[src/rtl/if_of_pipe_reg.sv]
// IF->OF pipeline register: main + skid entry, valid/ready flow control, flush, NOP bubbles.
// Optional saturating stall counter enabled by defining IF_OF_PERF_CNT_EN.
module if_of_pipe_reg #(
  parameter int unsigned          INSTR_W   = 32,
  parameter int unsigned          PC_W      = 32,
  parameter logic [INSTR_W-1:0]   NOP_INSTR = INSTR_W'(32'h6800_0000),
  parameter int unsigned          CNT_W     = 16
) (
  input  logic               Clk,
  input  logic               Rst_n,
  input  logic               in_valid,
  output logic               in_ready,
  input  logic [INSTR_W-1:0] in_instr,
  input  logic [PC_W-1:0]    in_pc,
  input  logic               flush,
  output logic               out_valid,
  input  logic               out_ready,
  output logic [INSTR_W-1:0] out_instr,
  output logic [PC_W-1:0]    out_pc,
  output logic [CNT_W-1:0]   stall_cnt
);

  logic               main_valid_q, main_valid_d;
  logic [INSTR_W-1:0] main_instr_q, main_instr_d;
  logic [PC_W-1:0]    main_pc_q,    main_pc_d;
  logic               skid_valid_q, skid_valid_d;
  logic [INSTR_W-1:0] skid_instr_q, skid_instr_d;
  logic [PC_W-1:0]    skid_pc_q,    skid_pc_d;

  logic accept;
  logic deliver;
  logic main_free;

  always_comb begin
    accept    = in_valid & ~skid_valid_q;
    deliver   = main_valid_q & out_ready;
    main_free = ~main_valid_q | deliver;

    main_valid_d = main_valid_q;
    main_instr_d = main_instr_q;
    main_pc_d    = main_pc_q;
    skid_valid_d = skid_valid_q;
    skid_instr_d = skid_instr_q;
    skid_pc_d    = skid_pc_q;

    if (main_free) begin
      if (skid_valid_q) begin
        // Older skid entry advances first; accept is blocked while skid is full.
        main_valid_d = 1'b1;
        main_instr_d = skid_instr_q;
        main_pc_d    = skid_pc_q;
        skid_valid_d = 1'b0;
      end else begin
        main_valid_d = accept;
        if (accept) begin
          main_instr_d = in_instr;
          main_pc_d    = in_pc;
        end
      end
    end else if (accept) begin
      skid_valid_d = 1'b1;
      skid_instr_d = in_instr;
      skid_pc_d    = in_pc;
    end

    // Flush swallows any same-edge accept; a same-edge deliver has already completed.
    if (flush) begin
      main_valid_d = 1'b0;
      skid_valid_d = 1'b0;
    end
  end

  always_ff @(posedge Clk or negedge Rst_n) begin
    if (!Rst_n) begin
      main_valid_q <= 1'b0;
      main_instr_q <= '0;
      main_pc_q    <= '0;
      skid_valid_q <= 1'b0;
      skid_instr_q <= '0;
      skid_pc_q    <= '0;
    end else begin
      main_valid_q <= main_valid_d;
      main_instr_q <= main_instr_d;
      main_pc_q    <= main_pc_d;
      skid_valid_q <= skid_valid_d;
      skid_instr_q <= skid_instr_d;
      skid_pc_q    <= skid_pc_d;
    end
  end

  assign in_ready  = ~skid_valid_q;
  assign out_valid = main_valid_q;
  assign out_instr = main_valid_q ? main_instr_q : NOP_INSTR;
  assign out_pc    = main_valid_q ? main_pc_q    : '0;

`ifdef IF_OF_PERF_CNT_EN
  logic [CNT_W-1:0] stall_cnt_q, stall_cnt_d;

  always_comb begin
    stall_cnt_d = stall_cnt_q;
    if (main_valid_q && !out_ready && (stall_cnt_q != '1)) begin
      stall_cnt_d = stall_cnt_q + CNT_W'(1);
    end
  end

  always_ff @(posedge Clk or negedge Rst_n) begin
    if (!Rst_n) begin
      stall_cnt_q <= '0;
    end else begin
      stall_cnt_q <= stall_cnt_d;
    end
  end

  assign stall_cnt = stall_cnt_q;
`else
  assign stall_cnt = '0;
`endif

endmodule

[config.mk]
export PLATFORM = sky130hd
export DESIGN_NAME = if_of_pipe_reg
export DESIGN_NICKNAME = d
export VERILOG_FILES = /design/src/rtl/if_of_pipe_reg.sv
export SDC_FILE = /design/constraint.sdc
export NUM_CORES = 1
export LEC_CHECK = 0
export CELL_PAD_IN_SITES_DETAIL_PLACEMENT = 1
export CELL_PAD_IN_SITES_GLOBAL_PLACEMENT = 2
export CORE_UTILIZATION = 30
export CTS_BUF_LIST = sky130_fd_sc_hd__clkbuf_4 sky130_fd_sc_hd__clkbuf_8
export DETAILED_ROUTE_END_ITERATION = 7
export GPL_TIMING_DRIVEN = 0
export PLACE_DENSITY = 0.83
export SLEW_MARGIN = 30
export SYNTH_ARGS = -nofsm -noshare
export SYNTH_HDL_FRONTEND = slang
export SYNTH_SLANG_ARGS = --single-unit
[constraint.sdc]
create_clock -name Clk -period 3.1 [get_ports Clk]
set_input_delay 0.31 -clock Clk [delete_from_list [all_inputs] [get_ports Clk]]
set_output_delay 0.31 -clock Clk [all_outputs]
set_load 0.03 [all_outputs]
==> run_results.csv, run 1 <==
group,metric,value,unit
place,hpwl,10600,um
worst_setup_path,crit_path_end_kind,"primary output",
layout,area_delta_synth_final,33.4,%
sta,final.min_clock_period,2.76,ns
floorplan,die_h,149,um
clock_network,cts_buffer_depth,2,
pwr,combPwrFrac,22.0,%
clock_network,cts_sinks,130,
sta,setup_violations,0,
worst_setup_path,worstPathMaxFanout,12,
sta,maxSlewHeadroom,62.7,%
layout,final_area,8660,sq um
clock_network,cts_resized,0,
route,drt-initial-drc-count,66,
place,placedCellCount,863,
global_routing,grt_pass1_wl,24300,um
layout,finalNetCount,676,
logic_synthesis,yosysTopAreaCell,"dfrtp_1",
sta,tightestPinTransition,0.559,ns
place,portBuffers,134,
clock_network,htreeDepth,4,
layout,final_util,41.1,%
layout,drive_above_1_share,24.4,%
route,wl_per_cell,16.9,um
route,drt-vias-per-instance,4.38,
floorplan,die_w,149,um
clock_network,insertion_delay,0.43,ns
worst_setup_path,required,2.79,ns
layout,final_cells,895,
logic_synthesis,synth_edf_count,0,
floorplan,coreArea,21100,sq um
pwr,finalPower,4.62,mW
place,place_area,8260,sq um
clock_network,root_buffer,"clkbuf_8",
route,ant_nets,0,
logic_synthesis,async_flop_share,100,%
floorplan,initial_core_util,30.8,%
logic_synthesis,ys_top_cells_by_area,"dfrtp_1 (50%), mux2_1 (20%), mux2_4 (14%)",
sta,fmax,0.362,GHz
job,maxCapViolCount,0,
sta,skew,0.0115,ns
place,gp_congestion,0.735,
clock_network,clkTransAtPathRegs,0.08,ns
logic_synthesis,yosys_warnings,0,
floorplan,io_pins,151,
pwr,leakage,3.74,nW
sta,final_hold_viol_count,0,
clock_network,numCtsBuffers,17,
logic_synthesis,synth_cell_types,19,
pwr,power_density,534,nW/um^2
pwr,p_sw,1.32,mW
pwr,sequentialPowerShare,47.2,%
layout,diodes,0,
route,route.detailed.drc,0,
sta,whs,0.398,ns
sta,grt_setup_unrepaired,"no",
logic_synthesis,yosysSeqAreaShare,50.1,%
pwr,vdd_drop_max,250,uV
sta,maxSlewViolCount,0,
logic_synthesis,syn_area_per_cell,14.8,sq um
logic_synthesis,yosys_most_used_dff,"dfrtp_1",
global_routing,grt_antenna_before_repair,0,
sta,post-route-period-util,89.0,%
min_path,hold_path_class,"input pin to asynchronous set/reset pin",
global_routing,grt_max_degree,69,
logic_synthesis,synth_cells,438,
pwr,pwr-share-clk,30.8,%
clock_network,cts_tree,"yes",
logic_synthesis,ys_ff_latch,130,
worst_setup_path,arrival,2.45,ns
route,dr.pass1.iters,4,
global_routing,grt_pass1_vias,4425,
logic_synthesis,syn_area,6490,sq um
pwr,p_int,3.30,mW
route,vias,3924,
status,status,"complete, no violations",
logic_synthesis,yosysTopAreaCellShare,50.1,%
global_routing,grt_overflow,0,
worst_setup_path,worstSetupPathType,"register to primary output",
floorplan,rows,53,
global_routing,grt_use_total,14.4,%
pwr,switching_share,28.5,%
route,routed_wl,15100,um
worst_setup_path,start_kind,"register",
floorplan,die_area,22200,sq um
==> repair_timing <==
action / in CTS / in global routing
buffers inserted: 0 / 0
setup endpoints to repair: 45 / 0
endpoints found under the hold margin: 62 / 0
hold buffers: 1 / 0
==> worst max-delay path, cell delays in order (launching register included) <==
cell	delay (ns)
dfrtp_1	0.70
clkbuf_1	0.41
and2_1	0.20
clkdlybuf4s50_1	0.71
==> layout by cell type (no fill, tap or decap) <==
cell type        netlist  layout
nor3_1                 1       1
nor2b_1                1       1
nand2b_4               1       1
buf_2                  1       1
inv_1                  1       1
mux2_1               114     114
buf_8                  6       7
clkinv_2               0       2
nor3b_2                1       1
clkbuf_8               0      20
dlygate4sd3_1          0       1
bufinv_16              0       1
a21oi_1                1       1
mux2_2                18      18
dfrtp_1              130     130
buf_4                 17      17
clkinvlp_4             0       4
clkbuf_1               7       6
clkdlybuf4s50_1        0     133
conb_1                 1      16
buf_6                 13      13
mux2_4                60      60
nand2b_1               3       3
clkinv_4               0       3
nor2_1                 1       1
inv_6                  0       1
clkbuf_4               0       1
buf_16                 0       1
and2_1                61      61
==> power groups by stage <==
stage	Sequential [mW]	Clock (mW)	Combinational (mW)
floorplan	2.15	0	0.678
global placement	2.18	0	0.993
detailed placement	2.21	0	1.04
CTS	2.19	1.48	1.04
global route	2.23	1.55	1.10
finish	2.18	1.42	1.02
==> synthesized netlist by cell type, types with 3 or more instances <==
cell type and n:
and2_1 61, buf_4 17, buf_6 13, buf_8 6, clkbuf_1 7, dfrtp_1 130
mux2_1 114, mux2_2 18, mux2_4 60, nand2b_1 3
==> per-stage QoR <==
| stage | setup slack, ns | setup TNS [ns] |
|---|---|---|
| global placement | -3.34 | -432.97 |
| floorplan | 1.42 | 0 |
| finish | 0.340 | 0 |
| CTS | 0.168 | 0 |
| detailed placement | 0.407 | 0 |
| global route | 0.0761 | 0 |
==> layout make-up <==
cell class                      count  area (sq um)
Buffer                             43           392
Clock buffer                       21           283
Clock inverter                     11           105
Fill cell                        2210         12400
Inverter                            1          3.75
Multi-Input combinational cell    278          2890
Sequential cell                   130          3250
Tap cell                          275           344
Timing Repair Buffer              136          1380
==> final timing paths <==
path / from / to / slack [ns] / cells after the start
max: out_valid / out_pc[27] / 0.34 / 3
min: Rst_n / skid_pc_q[6] / 0.40 / 2
max reg2reg: out_valid / skid_pc_q[26] / 1.18 / 5
min reg2reg: skid_instr_q[1] / skid_instr_q[1] / 0.49 / 1
max in group asynchronous: Rst_n / skid_instr_q[5] / 1.96 / 3
min in group Clk: flush / out_valid / 0.46 / 2
==> kinds of logic (layout without fill, tap and decap cells) <==
| kind of cell | Yosys count | in the layout | synth area share (%) |
|---|---|---|---|
| buffers and inverters | 45 | 212 | 6.15 |
| other | 1 | 16 | 0.0578 |
| flip-flops | 130 | 130 | 50.1 |
| AO/OA/AOI/OAI | 1 | 1 | 0.0770 |
| AND/OR/NAND/NOR | 69 | 69 | 6.81 |
| multiplexers | 192 | 192 | 36.8 |
==> flip-flops by register name, indices dropped and copies added (netlist names) <==
name and count:
skid_valid_q 1, main_instr_q 32, skid_pc_q 32, main_pc_q 32
skid_instr_q 32, out_valid 1
==> per-layer routing <==
layer  track usage [%]  vias up  routed length, um
li1                  -     1803                  -
met1              17.9     2026               6620
met2              24.1       85               7700
met3              3.73       10                639
met4              4.64        0                146
met5                 0        -                  0
Note: power is estimated with default switching activity, not from simulation.
==> run 2: changes to the inputs <==
- SKIP_LAST_GASP: default -> 1
==> results of run 2 <==
Final layout, timing and power as in run 1 (identical DEF).
